`src/rtl/simon_pkg.sv`:
```
// simon_pkg: shared types and helpers for the Simon Says round sequencer.
//   state_t         - sequencer FSM states
//   color_t         - 3-bit colour code (0-3 valid, 4-7 invalid)
//   RED..YELLOW     - valid colour codes
//   color_to_onehot - colour code to 4-bit button pattern, 0 for invalid codes
package simon_pkg;

  typedef enum logic [2:0] {
    IDLE         = 3'd0,
    SHOW         = 3'd1,
    GAP          = 3'd2,
    WAIT_PRESS   = 3'd3,
    WAIT_RELEASE = 3'd4,
    ROUND_DONE   = 3'd5,
    LOSE         = 3'd6,
    WIN          = 3'd7
  } state_t;

  typedef logic [2:0] color_t;

  localparam color_t RED    = 3'd0;
  localparam color_t GREEN  = 3'd1;
  localparam color_t BLUE   = 3'd2;
  localparam color_t YELLOW = 3'd3;

  // An invalid code maps to 0, which never equals a non-zero press.
  function automatic logic [3:0] color_to_onehot(input color_t c);
    if (c[2]) return 4'b0000;
    return 4'(4'b0001 << c[1:0]);
  endfunction

endpackage

```
`src/rtl/simon_timer.sv`:
```
// simon_timer: loadable down-counter with a terminal flag.
//   clk, rst_n - clock, asynchronous active-low reset
//   load       - load load_val this cycle (wins over counting)
//   load_val   - value to load; done rises load_val cycles after the load
//   done       - high while the count is zero
module simon_timer #(
  parameter int WIDTH = 8
) (
  input  logic             clk,
  input  logic             rst_n,
  input  logic             load,
  input  logic [WIDTH-1:0] load_val,
  output logic             done
);

  logic [WIDTH-1:0] cnt_q;

  always_ff @(posedge clk or negedge rst_n) begin
    if (!rst_n) begin
      cnt_q <= '0;
    end else if (load) begin
      cnt_q <= load_val;
    end else if (cnt_q != '0) begin
      cnt_q <= cnt_q - 1'b1;
    end
  end

  assign done = (cnt_q == '0);

endmodule

```
`src/rtl/simon_round_ctrl.sv`:
```
// simon_round_ctrl: Simon Says round sequencer.
// Plays segment entries 0..round as colour flashes, then checks each player
// press against the expected entry, advancing rounds until a loss or a win.
//   clk, rst_n   - clock, asynchronous active-low reset
//   start        - one-cycle pulse, starts a game from IDLE/LOSE/WIN
//   segment      - colour sequence, entry i in segment[i]
//   player_input - raw button levels, one bit per colour
//   show_en      - colour display active; show_color valid while high
//   show_color   - colour code being displayed
//   check_round  - current round index (0-based)
//   step_idx     - sequence position being shown or expected
//   round_pass   - one-cycle pulse on a correctly completed round
//   game_over    - level, player lost
//   win          - level, all MAX_LEN rounds completed
//   busy         - high in every state except IDLE, LOSE and WIN
module simon_round_ctrl
  import simon_pkg::*;
#(
  parameter int MAX_LEN        = 32,
  parameter int SHOW_CYCLES    = 25000000,
  parameter int GAP_CYCLES     = 12500000,
  parameter int TIMEOUT_CYCLES = 250000000
) (
  input  logic                         clk,
  input  logic                         rst_n,
  input  logic                         start,
  input  logic [MAX_LEN-1:0][2:0]      segment,
  input  logic [3:0]                   player_input,
  output logic                         show_en,
  output logic [2:0]                   show_color,
  output logic [$clog2(MAX_LEN)-1:0]   check_round,
  output logic [$clog2(MAX_LEN)-1:0]   step_idx,
  output logic                         round_pass,
  output logic                         game_over,
  output logic                         win,
  output logic                         busy
);

  localparam int IDX_W   = $clog2(MAX_LEN);
  localparam int TMR_MAX = (SHOW_CYCLES > GAP_CYCLES)
                           ? ((SHOW_CYCLES > TIMEOUT_CYCLES) ? SHOW_CYCLES : TIMEOUT_CYCLES)
                           : ((GAP_CYCLES  > TIMEOUT_CYCLES) ? GAP_CYCLES  : TIMEOUT_CYCLES);
  localparam int TMR_W   = $clog2(TMR_MAX + 1);

  state_t           state_q, state_d;
  logic [IDX_W-1:0] step_q, step_d;
  logic [IDX_W-1:0] round_q, round_d;
  logic [3:0]       pin_q;

  logic             tmr_load;
  logic [TMR_W-1:0] tmr_load_val;
  logic             tmr_done;

  color_t           cur_color;
  logic             press;
  logic             press_ok;

  assign cur_color = segment[step_q];

  // A press is a 0 -> non-zero edge, so buttons already held when waiting
  // begins are not taken as a press until they are released first.
  assign press    = (state_q == WAIT_PRESS) && (pin_q == 4'b0000) && (player_input != 4'b0000);
  assign press_ok = $onehot(player_input) && (player_input == color_to_onehot(cur_color));

  // One shared timer, reloaded on every state entry with the dwell for the
  // state being entered; a count of N-1 makes done rise after N cycles.
  assign tmr_load = (state_d != state_q);

  always_comb begin
    tmr_load_val = '0;
    unique case (state_d)
      SHOW:       tmr_load_val = TMR_W'(SHOW_CYCLES - 1);
      GAP:        tmr_load_val = TMR_W'(GAP_CYCLES - 1);
      WAIT_PRESS: tmr_load_val = TMR_W'(TIMEOUT_CYCLES - 1);
      default:    tmr_load_val = '0;
    endcase
  end

  simon_timer #(
    .WIDTH (TMR_W)
  ) u_timer (
    .clk      (clk),
    .rst_n    (rst_n),
    .load     (tmr_load),
    .load_val (tmr_load_val),
    .done     (tmr_done)
  );

  // State register together with the round/step indices and the button sampler.
  // NOTE: sequential state uses non-blocking assignments so every register
  // samples the pre-edge values, independent of statement order.
  always_ff @(posedge clk or negedge rst_n) begin
    if (!rst_n) begin
      state_q <= IDLE;
      step_q  <= '0;
      round_q <= '0;
      pin_q   <= '0;
    end else begin
      state_q <= state_d;
      step_q  <= step_d;
      round_q <= round_d;
      pin_q   <= player_input;
    end
  end

  // Next-state logic.
  // NOTE: every comb output gets a default first so no path leaves it
  // unassigned, which would otherwise infer a latch.
  always_comb begin
    state_d = state_q;
    step_d  = step_q;
    round_d = round_q;
    unique case (state_q)
      IDLE, LOSE, WIN: begin
        if (start) begin
          state_d = SHOW;
          step_d  = '0;
          round_d = '0;
        end
      end
      SHOW: begin
        if (tmr_done) state_d = GAP;
      end
      GAP: begin
        if (tmr_done) begin
          if (step_q == round_q) begin
            step_d  = '0;
            state_d = WAIT_PRESS;
          end else begin
            step_d  = step_q + 1'b1;
            state_d = SHOW;
          end
        end
      end
      WAIT_PRESS: begin
        // A press in the final timeout cycle still counts.
        if (press) begin
          state_d = press_ok ? WAIT_RELEASE : LOSE;
        end else if (tmr_done) begin
          state_d = LOSE;
        end
      end
      WAIT_RELEASE: begin
        if (player_input == 4'b0000) begin
          if (step_q == round_q) begin
            state_d = ROUND_DONE;
          end else begin
            step_d  = step_q + 1'b1;
            state_d = WAIT_PRESS;
          end
        end
      end
      ROUND_DONE: begin
        // The WIN check comes before the increment, so round_q never wraps.
        if (round_q == IDX_W'(MAX_LEN - 1)) begin
          state_d = WIN;
        end else begin
          round_d = round_q + 1'b1;
          step_d  = '0;
          state_d = SHOW;
        end
      end
      default: state_d = IDLE;
    endcase
  end

  // Outputs decode the current state only, so reset clears them at once.
  always_comb begin
    show_en    = (state_q == SHOW);
    show_color = show_en ? cur_color : 3'd0;
    round_pass = (state_q == ROUND_DONE);
    game_over  = (state_q == LOSE);
    win        = (state_q == WIN);
    busy       = !((state_q == IDLE) || (state_q == LOSE) || (state_q == WIN));
  end

  assign check_round = round_q;
  assign step_idx    = step_q;

endmodule

```
`config.mk`:
```
export PLATFORM = sky130hd
export DESIGN_NAME = simon_round_ctrl
export DESIGN_NICKNAME = d
export VERILOG_FILES = /design/src/rtl/simon_pkg.sv /design/src/rtl/simon_timer.sv /design/src/rtl/simon_round_ctrl.sv
export SDC_FILE = /design/constraint.sdc
export NUM_CORES = 1
export LEC_CHECK = 0
export CELL_PAD_IN_SITES_DETAIL_PLACEMENT = 0
export CELL_PAD_IN_SITES_GLOBAL_PLACEMENT = 2
export CORE_UTILIZATION = 28
export DETAILED_ROUTE_END_ITERATION = 10
export PLACE_DENSITY_LB_ADDON = 0.3
export SYNTH_ARGS = -nofsm -noshare
export SYNTH_HDL_FRONTEND = slang
export SYNTH_SLANG_ARGS = --single-unit
```
`constraint.sdc`:
```
create_clock -name clk -period 3.2 [get_ports clk]
set_input_delay 0.96 -clock clk [delete_from_list [all_inputs] [get_ports clk]]
set_output_delay 0.96 -clock clk [all_outputs]
set_load 0.05 [all_outputs]
```
==> results.yml, run 1 <==
cells_and_area:
  fin_util: 0.446
  synthToLayoutAreaGrowth_pct: 55.8
  n_antenna_cell: 0
  drive_above_1_share: 0.338
  nFillCells: 1330
  nets: 701
drt:
  route.detailed.drc: 0
  drt_iter0_drc: 226
  firstDrtPassIters: 4
  vias: 3851
  wl_microns: 13000
  routedWlPerCell_microns: 17.0
  postRouteAntennaNets: 0
  via_per_inst: 5.02
pwr:
  ir_drop_mv: 0.298
  total_power_w: 0.00407
  power_leakage_nw: 2.46
  power_density_nw_per_um2: 689
run_status:
  violations: "setup timing"
  status: "finished with violations"
setup_path:
  r2r_start: "step_idx[0]$_DFFE_PN0P_"
  path_buf_inv: 2
  r2r-end: "u_timer.cnt_q[6]$_DFFE_PN0P_"
  cpMaxStageDelayCell: "clkdlybuf4s50_1"
  path_max_fanout: 2
  slowest_delay_ps: 390
  crit_family: "buffers and inverters"
  path_class: "input pin to output port"
  reg2reg_depth: 10
  end_kind: "output port"
  critical_path_arrival_ps: 2260
  reg2reg_slack_ps: 170
  crit_chain: "clkdlybuf4s50_1 -> mux2i_1 -> o221ai_1 -> a211oi_4 -> nor3_4 -> buf_6"
  crit_required_ps: 2240
  worst_setup_path_start_kind: "input pin"
die:
  fp.dieH_microns: 118
  start_util: 0.286
  die_w_microns: 118
  die_area_sq_um: 14000
  num_rows: 42
  ioPinCount: 121
  coreArea_sq_um: 13200
sta:
  clock_skew_ps: 8.58
  tightest_slew_ps: 533
  fmax_mhz: 310
  finalSetupTns_ps: -22.7
  hold_slack_ps: 540
  period_minus_slack_ps: 3220
  post-route-period-util: 1.01
  grt_setup_unrepaired: "yes"
  maxSlewHeadroom: 0.642
  slew_violations: 0
  finalSetupViolCount: 1
  hold_viol_final: 0
  setup_ws_ps: -22.7
global_routing:
  antenna_found_initial: 0
  first_global_vias: 4099
  grt_use_total: 0.194
  grt_first_pass_wirelength_microns: 21800
  overflow: 0
  grt_start_max_net_pins: 34
clock_network:
  numCtsBuffers: 5
  htreeDepth: 2
  cts_hold_buf: 0
  clk_latency_ps: 290
  clkTransAtPathRegs_ps: 70
  cts_tree: "built"
  cts.sinks: 45
  clockBufferDepth: 2
  cts-root-buf: "clkbuf_16"
place:
  gp_congestion: 0.803
  hpwl_microns: 10200
  io_buffers: 120
logic_synthesis:
  syn_area_sq_um: 3790
  yosys_warnings: 0
  synth_edf_count: 0
  synth.avg_cell_area_sq_um: 9.03
  synth-seq-cells: 45
  synth_nets: 531
  synth-main-ff-cell: "dfrtp_1"
  ys_seq_area_frac: 0.297
  netlist-cell-type-count: 62
  ys_async_sr_fraction: 1.00
  synth_cells: 420
job:
  maxCapViolCount: 0
min_path:
  min-delay-path-class: "input pin to async pin"
[cells by family after synthesis]
| group | share of synthesized area |
|---|---|
| buf+inv | 0.0425 |
| simple gates | 0.246 |
| compound gates | 0.167 |
| flops | 0.297 |
| mux | 0.148 |
| fa+ha+maj | 0.0284 |
| xor+xnor | 0.0716 |
[repair_timing]
action,in CTS,in global routing
setup buffers,10,0
gates cloned,1,0
pin swaps,29,13
gates resized for setup,219,26
endpoints found under the setup margin,35,28
[cell type report]
| type | instances | area [sq um] | area share |
|---|---|---|---|
| flip-flops and latches | 45 | 1130 | 0.191 |
| clock inverters | 1 | 5.00 | 0.000847 |
| clock buffers | 7 | 153 | 0.0258 |
| repair buffers | 185 | 1560 | 0.263 |
| well taps | 176 | 220 | 0.0373 |
| inverters | 13 | 52.6 | 0.00889 |
| multi-input cells | 340 | 2790 | 0.473 |
[per-stage QoR]
step | std cells | worst slack (ps) | cell area, sq um
finish | 767 | -22.7 | 5910
CTS | 768 | -14.6 | 5850
floorplan | 420 | -47.8 | 3870
detailed placement | 750 | -784 | 5630
global placement | 750 | -654 | 5630
global route | 767 | -101 | 5910
[power breakdown]
group | switching [W] | internal (W)
logic | 0.00127 | 0.00117
clock network | 0.000237 | 0.000332
registers | 0.000284 | 0.000782
[routing by layer]
layer,global-route usage,vias up,part of all wire
li1,-,1900,-
met1,0.265,1863,0.47
met2,0.329,79,0.48
met3,0.0227,9,0.037
met4,0.0411,0,0.011
met5,0,-,0
[flip-flops by register name, indices dropped and copies added (netlist names)]
signal	count
pin_q	4
u_timer.cnt_q	28
step_idx	5
state_q	3
check_round	5
[worst max-delay path by stage]
stage | slack (ps) | endpoint | from | cells past startpoint
3_3_place_gp | -650 | u_timer.cnt_q[1]$_DFFE_PN0P_ | player_input[1] | 13
5_1_grt | -100 | u_timer.cnt_q[0]$_DFFE_PN0P_ | player_input[1] | 13
4_1_cts | -10 | u_timer.cnt_q[21]$_DFFE_PN0P_ | player_input[1] | 13
3_5_place_dp | -780 | u_timer.cnt_q[1]$_DFFE_PN0P_ | player_input[1] | 13
2_1_floorplan | -50 | show_color[0] | step_idx[1]$_DFFE_PN0P_ | 7
6_report | -20 | show_color[1] | segment[37] | 6
[cell usage after synthesis, drive strengths merged, types with 2 or more instances]
library cell,instances,share of area
dfrtp,45,0.30
nand2,43,0.043
nor2,37,0.037
a21oi,20,0.027
mux2i,20,0.053
o21ai,17,0.023
xor2,16,0.037
xnor2,15,0.035
mux4,14,0.083
inv,13,0.013
nand2b,13,0.021
nor3,13,0.020
buf,12,0.020
nor4,11,0.018
clkbuf,10,0.0099
nand3,10,0.016
a211oi,8,0.018
nand3b,8,0.016
ha,7,0.023
and2,6,0.0099
nand4,6,0.0099
o211ai,6,0.013
o221ai,6,0.014
o22ai,6,0.0099
a221oi,5,0.012
a21o,4,0.0079
and3,4,0.0066
mux2,4,0.012
nor2b,4,0.0066
nor3b,4,0.0079
or3,4,0.0066
or4,4,0.0099
a211o,3,0.0069
a22oi,3,0.0059
a41o,2,0.0053
nand4b,2,0.0046
nor4b,2,0.0046
[cell usage in the layout (no fill, tap or decap), drive strengths merged, types with 10 or more instances in the layout]
master,count
a21oi,20
buf,105
clkbuf,11
clkdlybuf4s50,13
dfrtp,45
dlygate4sd2,51
inv,12
mux2i,20
mux4,14
nand2,43
nand2b,13
nand3,10
nor2,37
nor3,13
nor4,11
o21ai,17
xnor2,15
xor2,16
[worst register-to-register path, delay by kind of cell, from the launching register on]
kind | cells | cell delay [ps]
AO/OA/AOI/OAI | 5 | 1140
AND/OR/NAND/NOR | 2 | 550
multiplexers | 1 | 390
flip-flops | 1 | 490
buffers and inverters | 2 | 370
(Power assumes the default switching activity.)
==> run 2: changes to the inputs <==
--- a/config.mk
+++ b/config.mk
@@ -7,9 +7,10 @@
 export LEC_CHECK = 0
 export CELL_PAD_IN_SITES_DETAIL_PLACEMENT = 0
 export CELL_PAD_IN_SITES_GLOBAL_PLACEMENT = 2
+export CORE_ASPECT_RATIO = 0.9
 export CORE_UTILIZATION = 28
 export DETAILED_ROUTE_END_ITERATION = 10
-export PLACE_DENSITY_LB_ADDON = 0.3
+export PLACE_DENSITY = 0.9
 export SYNTH_ARGS = -nofsm -noshare
 export SYNTH_HDL_FRONTEND = slang
 export SYNTH_SLANG_ARGS = --single-unit
==> results.yml, run 2 (same netlist as run 1, synthesis figures left out) <==
run_status:
  status: "complete, no violations"
drt:
  wl_microns: 12800
  routedWlPerCell_microns: 17.0
  postRouteAntennaNets: 0
  drt_iter0_drc: 234
  vias: 3888
  firstDrtPassIters: 4
  via_per_inst: 5.17
  route.detailed.drc: 0
cells_and_area:
  layoutNonFillerInstCount: 752
  fin_util: 0.458
  drive_above_1_share: 0.333
  layout_common_cells: "buf_4, dfrtp_1, nand2_1"
  layout_commonest_cell: "buf_4"
  largest_reg_flops: 28
  n_antenna_cell: 0
  regMostFlops: "u_timer.cnt_q"
  synthToLayoutAreaGrowth_pct: 56.1
  nets: 698
clock_network:
  cts-root-buf: "clkbuf_16"
  numCtsBuffers: 5
  cts_tree: "built"
  clk_latency_ps: 290
  cts.sinks: 45
  clockBufferDepth: 2
  clkTransAtPathRegs_ps: 60
  htreeDepth: 2
sta:
  tightest_slew_ps: 1040
  grt_setup_unrepaired: "yes"
  maxSlewHeadroom: 0.306
  clock_skew_ps: 6.34
  hold_viol_final: 0
  finalSetupViolCount: 0
  fmax_mhz: 313
  hold_slack_ps: 575
  period_minus_slack_ps: 3200
  post-route-period-util: 0.999
  slew_violations: 0
global_routing:
  first_global_vias: 3907
  grt_use_total: 0.186
  grt_first_pass_wirelength_microns: 20800
  grt_start_max_net_pins: 46
  antenna_found_initial: 0
  overflow: 0
pwr:
  ir_drop_mv: 0.355
  power_leakage_nw: 2.46
  total_power_w: 0.00407
  power_density_nw_per_um2: 688
setup_path:
  critical_path_arrival_ps: 2240
  crit_required_ps: 2240
  slowest_delay_ps: 470
  crit_chain: "dlygate4sd2_1 -> mux4_2 -> nand2_1 -> and4b_2 -> nor3_4 -> buf_6"
  path_max_fanout: 2
  worst_setup_path_start_kind: "input pin"
  path_class: "input pin to output port"
  cpMaxStageDelayCell: "mux4_2"
  end_kind: "output port"
min_path:
  min-delay-path-class: "flop to flop"
job:
  maxCapViolCount: 0
place:
  hpwl_microns: 9940
  io_buffers: 120
  gp_congestion: 0.906
  dpl.cell_count: 738
die:
  fp.dieH_microns: 112
  die_area_sq_um: 14000
  ioPinCount: 121
  die_w_microns: 125
  coreArea_sq_um: 12900
  start_util: 0.293
  num_rows: 39
run 2: cell count changes in the layout (fill, tap and decap cells not counted), sizes merged:
cell           previous run  this run
dlygate4sd2              51        33
buf                     105        97
clkbuf                   11        14
clkdlybuf4s50            13        19
clkdlybuf4s15             8        19
dlymetal6s2s              4         7
run 2: final cells by class:
| cell class | instances | area, sq um |
|---|---|---|
| timing repair buffer | 182 | 1550 |
| multi-input combinational | 340 | 2830 |
| clock inverter | 1 | 5.00 |
| sequential | 45 | 1130 |
| tap | 164 | 205 |
| fill | 1237 | 7010 |
| inverter | 13 | 52.6 |
| clock buffer | 7 | 153 |
run 2: stage by stage:
step	area [sq um]	TNS (ps)	setup WS, ps
detailed placement	5600	-18910	-691
finish	5920	0	2.10
global placement	5600	-17460	-624
floorplan	3870	-47.8	-47.8
global route	5920	-727	-80.5
CTS	5820	0	3.18
run 2: power by group:
part           switching, W  total (W)  leakage (nW)  internal [W]
combinational       0.00128    0.00247          1.83       0.00119
sequential         0.000269    0.00105         0.552      0.000782
clock              0.000217   0.000548        0.0799      0.000331
run 2: per-layer routing:
layer	global-route usage	part of all wire	vias to the layer above
met3	0.0253	0.040	15
met4	0.0466	0.014	0
met5	0	0	-
met1	0.268	0.49	1896
li1	-	-	1895
met2	0.291	0.45	82
run 2: final timing paths:
kind / end / from / cells past startpoint / slack [ps]
min in group asynchronous: u_timer.cnt_q[7]$_DFFE_PN0P_ / rst_n / 1 / 860
min reg2reg: u_timer.cnt_q[8]$_DFFE_PN0P_ / u_timer.cnt_q[8]$_DFFE_PN0P_ / 2 / 570
max in group asynchronous: step_idx[0]$_DFFE_PN0P_ / rst_n / 1 / 1630
max reg2reg: u_timer.cnt_q[0]$_DFFE_PN0P_ / step_idx[3]$_DFFE_PN0P_ / 12 / 160
min: u_timer.cnt_q[8]$_DFFE_PN0P_ / u_timer.cnt_q[8]$_DFFE_PN0P_ / 2 / 570
max: show_color[0] / segment[48] / 6 / 2
run 2: what timing repair did:
item / in CTS / in global routing
pin swaps: 30 / 20
cloned: 1 / 0
hold buffers: 0 / 0
setup endpoints to repair: 35 / 31
setup buffers: 7 / 1
resized for setup: 211 / 45
run 2: critical path, delay by kind of cell:
| kind | cells | cell delay [ps] |
|---|---|---|
| mux | 1 | 470 |
| simple gates | 3 | 410 |
| buf+inv | 2 | 390 |
==> run 3: changes to the inputs <==
--- a/config.mk
+++ b/config.mk
@@ -8,9 +8,12 @@
 export CELL_PAD_IN_SITES_DETAIL_PLACEMENT = 0
 export CELL_PAD_IN_SITES_GLOBAL_PLACEMENT = 2
 export CORE_ASPECT_RATIO = 0.9
-export CORE_UTILIZATION = 28
+export CORE_MARGIN = 3
+export CORE_UTILIZATION = 29
+export CTS_CLUSTER_DIAMETER = 60
 export DETAILED_ROUTE_END_ITERATION = 10
-export PLACE_DENSITY = 0.9
+export PLACE_DENSITY = 0.89
 export SYNTH_ARGS = -nofsm -noshare
 export SYNTH_HDL_FRONTEND = slang
+export SYNTH_HIERARCHICAL = 1
 export SYNTH_SLANG_ARGS = --single-unit
==> results.yml, run 3 <==
pwr:
  p_int_w: 0.00252
  power_leakage_nw: 2.50
  power_density_nw_per_um2: 703
  pwr-share-clk: 0.121
  p_sw_frac: 0.418
  combPwrFrac: 0.652
  seq_power_share: 0.228
  ir_drop_mv: 0.298
  switching_power_w: 0.00181
logic_synthesis:
  ys_async_sr_fraction: 1.00
  synth_edf_count: 0
  synth_most_common_cell: "dfrtp_1"
  synth.largest_area_cell: "dfrtp_1"
  netlist-cell-type-count: 67
  synth_cells: 380
  yosys.area.top_type_share: 0.288
  synth-seq-cells: 45
  ys_top_cells_by_count: "dfrtp_1, nand2_1, mux4_1"
  synth-main-ff-cell: "dfrtp_1"
  synth.avg_cell_area_sq_um: 10.3
  yosys_warnings: 6
  ys_seq_area_frac: 0.288
  yosys-top-cells-area: "dfrtp_1, mux4_1, nand2_1"
  syn_area_sq_um: 3910
min_path:
  min-delay-path-class: "flop to flop"
sta:
  slew_violations: 0
  tightest_slew_ps: 681
  fmax_mhz: 260
  clock_skew_ps: 3.25
  post-route-period-util: 1.20
  grt_setup_unrepaired: "yes"
  maxSlewHeadroom: 0.546
  period_minus_slack_ps: 3850
  finalSetupTns_ps: -14120
  setup_ws_ps: -647
  finalSetupViolCount: 31
  hold_viol_final: 0
setup_path:
  reg2reg_slack_ps: -560
  critical_path_arrival_ps: 4070
  worst_setup_path_start_kind: "input pin"
  crit_required_ps: 3430
  path_max_fanout: 4
  path_class: "input pin to flop"
  end_kind: "flop"
drt:
  drt_iter0_drc: 169
  route.detailed.drc: 0
  vias: 3813
  firstDrtPassIters: 4
  postRouteAntennaNets: 0
  routedWlPerCell_microns: 17.7
  via_per_inst: 5.21
  wl_microns: 13000
place:
  dpl.cell_count: 703
  hpwl_microns: 9730
  io_buffers: 120
  pre_cts_slack_ps: -1320
  placed_area_sq_um: 5650
  gp_congestion: 0.819
cells_and_area:
  n_antenna_cell: 0
  synthToLayoutAreaGrowth_pct: 57.6
  regMostFlops: "u_timer/cnt_q"
  layout_commonest_cell: "buf_4"
  layout_common_cells: "buf_4, buf_2, dfrtp_1"
  largest_reg_flops: 28
  nets: 679
  layoutNonFillerInstCount: 732
  drive_above_1_share: 0.486
  fin_area_sq_um: 6160
clock_network:
  clk_latency_ps: 290
  cts_tree: "built"
  htreeDepth: 2
  cts-root-buf: "clkbuf_16"
  cts.sinks: 45
  clockBufferDepth: 2
  numCtsBuffers: 5
  clkTransAtPathRegs_ps: 70
global_routing:
  antenna_found_initial: 0
  first_global_vias: 4175
  grt_start_max_net_pins: 27
  grt_first_pass_wirelength_microns: 20800
  overflow: 0
  grt_use_total: 0.177
die:
  coreArea_sq_um: 12900
  fp.dieH_microns: 116
  die_w_microns: 128
  die_area_sq_um: 14900
  num_rows: 39
  start_util: 0.302
  ioPinCount: 121
run_status:
  violations: "setup timing"
  status: "finished with violations"
job:
  maxCapViolCount: 0
## run 3: critical path, cell delays in order
cell,delay [ps]
buf_2,100
mux4_2,460
mux4_2,500
mux2i_4,220
mux2i_2,250
a22oi_2,100
o22ai_2,140
a31oi_4,110
a221o_2,400
or3_1,350
or4_1,410
nand3_1,80
## run 3: stage by stage
step / power, W / hold slack [ps] / util
floorplan: 0.00223 / 495 / -
global placement: 0.00288 / 538 / 0.437
detailed placement: 0.00294 / 557 / 0.437
CTS: 0.00396 / 573 / 0.457
global route: 0.00460 / 600 / 0.477
finish: 0.00433 / 588 / 0.477
## run 3: metal layers
metal	wire length, microns	GRT usage	vias to the layer above
met5	0	0	-
met4	161	0.0382	0
met3	760	0.0480	14
met2	6900	0.334	125
met1	5130	0.199	1873
li1	-	-	1801
## run 3: power groups by stage
stage	clock network, W	logic (W)	registers [W]
2_1_floorplan	0	0.00124	0.000996
3_3_place_gp	0	0.00190	0.000977
3_5_place_dp	0	0.00196	0.000984
4_1_cts	0.000528	0.00245	0.000979
5_1_grt	0.000550	0.00303	0.00102
6_report	0.000522	0.00282	0.000987
## run 3: worst paths after layout
check | from | cells after the start | end
max | segment[7] | 12 | u_timer/cnt_q[23]$_DFFE_PN0P_
min | u_timer/cnt_q[9]$_DFFE_PN0P_ | 1 | u_timer/cnt_q[9]$_DFFE_PN0P_
max reg2reg | step_idx[1]$_DFFE_PN0P_ | 12 | u_timer/cnt_q[23]$_DFFE_PN0P_
min reg2reg | u_timer/cnt_q[9]$_DFFE_PN0P_ | 1 | u_timer/cnt_q[9]$_DFFE_PN0P_
max in group asynchronous | rst_n | 2 | state_q[1]$_DFF_PN0_
min in group asynchronous | rst_n | 1 | u_timer/cnt_q[24]$_DFFE_PN0P_
## run 3: cells by family after synthesis
family | count (synthesis) | synth area share
other | 1 | 0.000959
buffers and inverters | 41 | 0.0550
flip-flops | 45 | 0.288
XOR/XNOR | 24 | 0.0538
adder cells (fa/ha/maj) | 9 | 0.0307
AO/OA/AOI/OAI | 80 | 0.148
AND/OR/NAND/NOR | 139 | 0.191
multiplexers | 41 | 0.233
## run 3: timing repair
item	in CTS	in global routing
resized for setup	345	64
setup buffers	16	12
gates cloned	1	0
hold buffers	0	0
endpoints found under the setup margin	33	32
pin swaps	16	9
## run 3: cell type report
class / instances / area [sq um]
fillers: 1224 / 6770
multi-input cells: 295 / 2880
repair buffers: 204 / 1750
flip-flops and latches: 45 / 1130
well taps: 164 / 205
clock buffers: 6 / 129
inverters: 16 / 60.1
clock inverters: 2 / 10.0
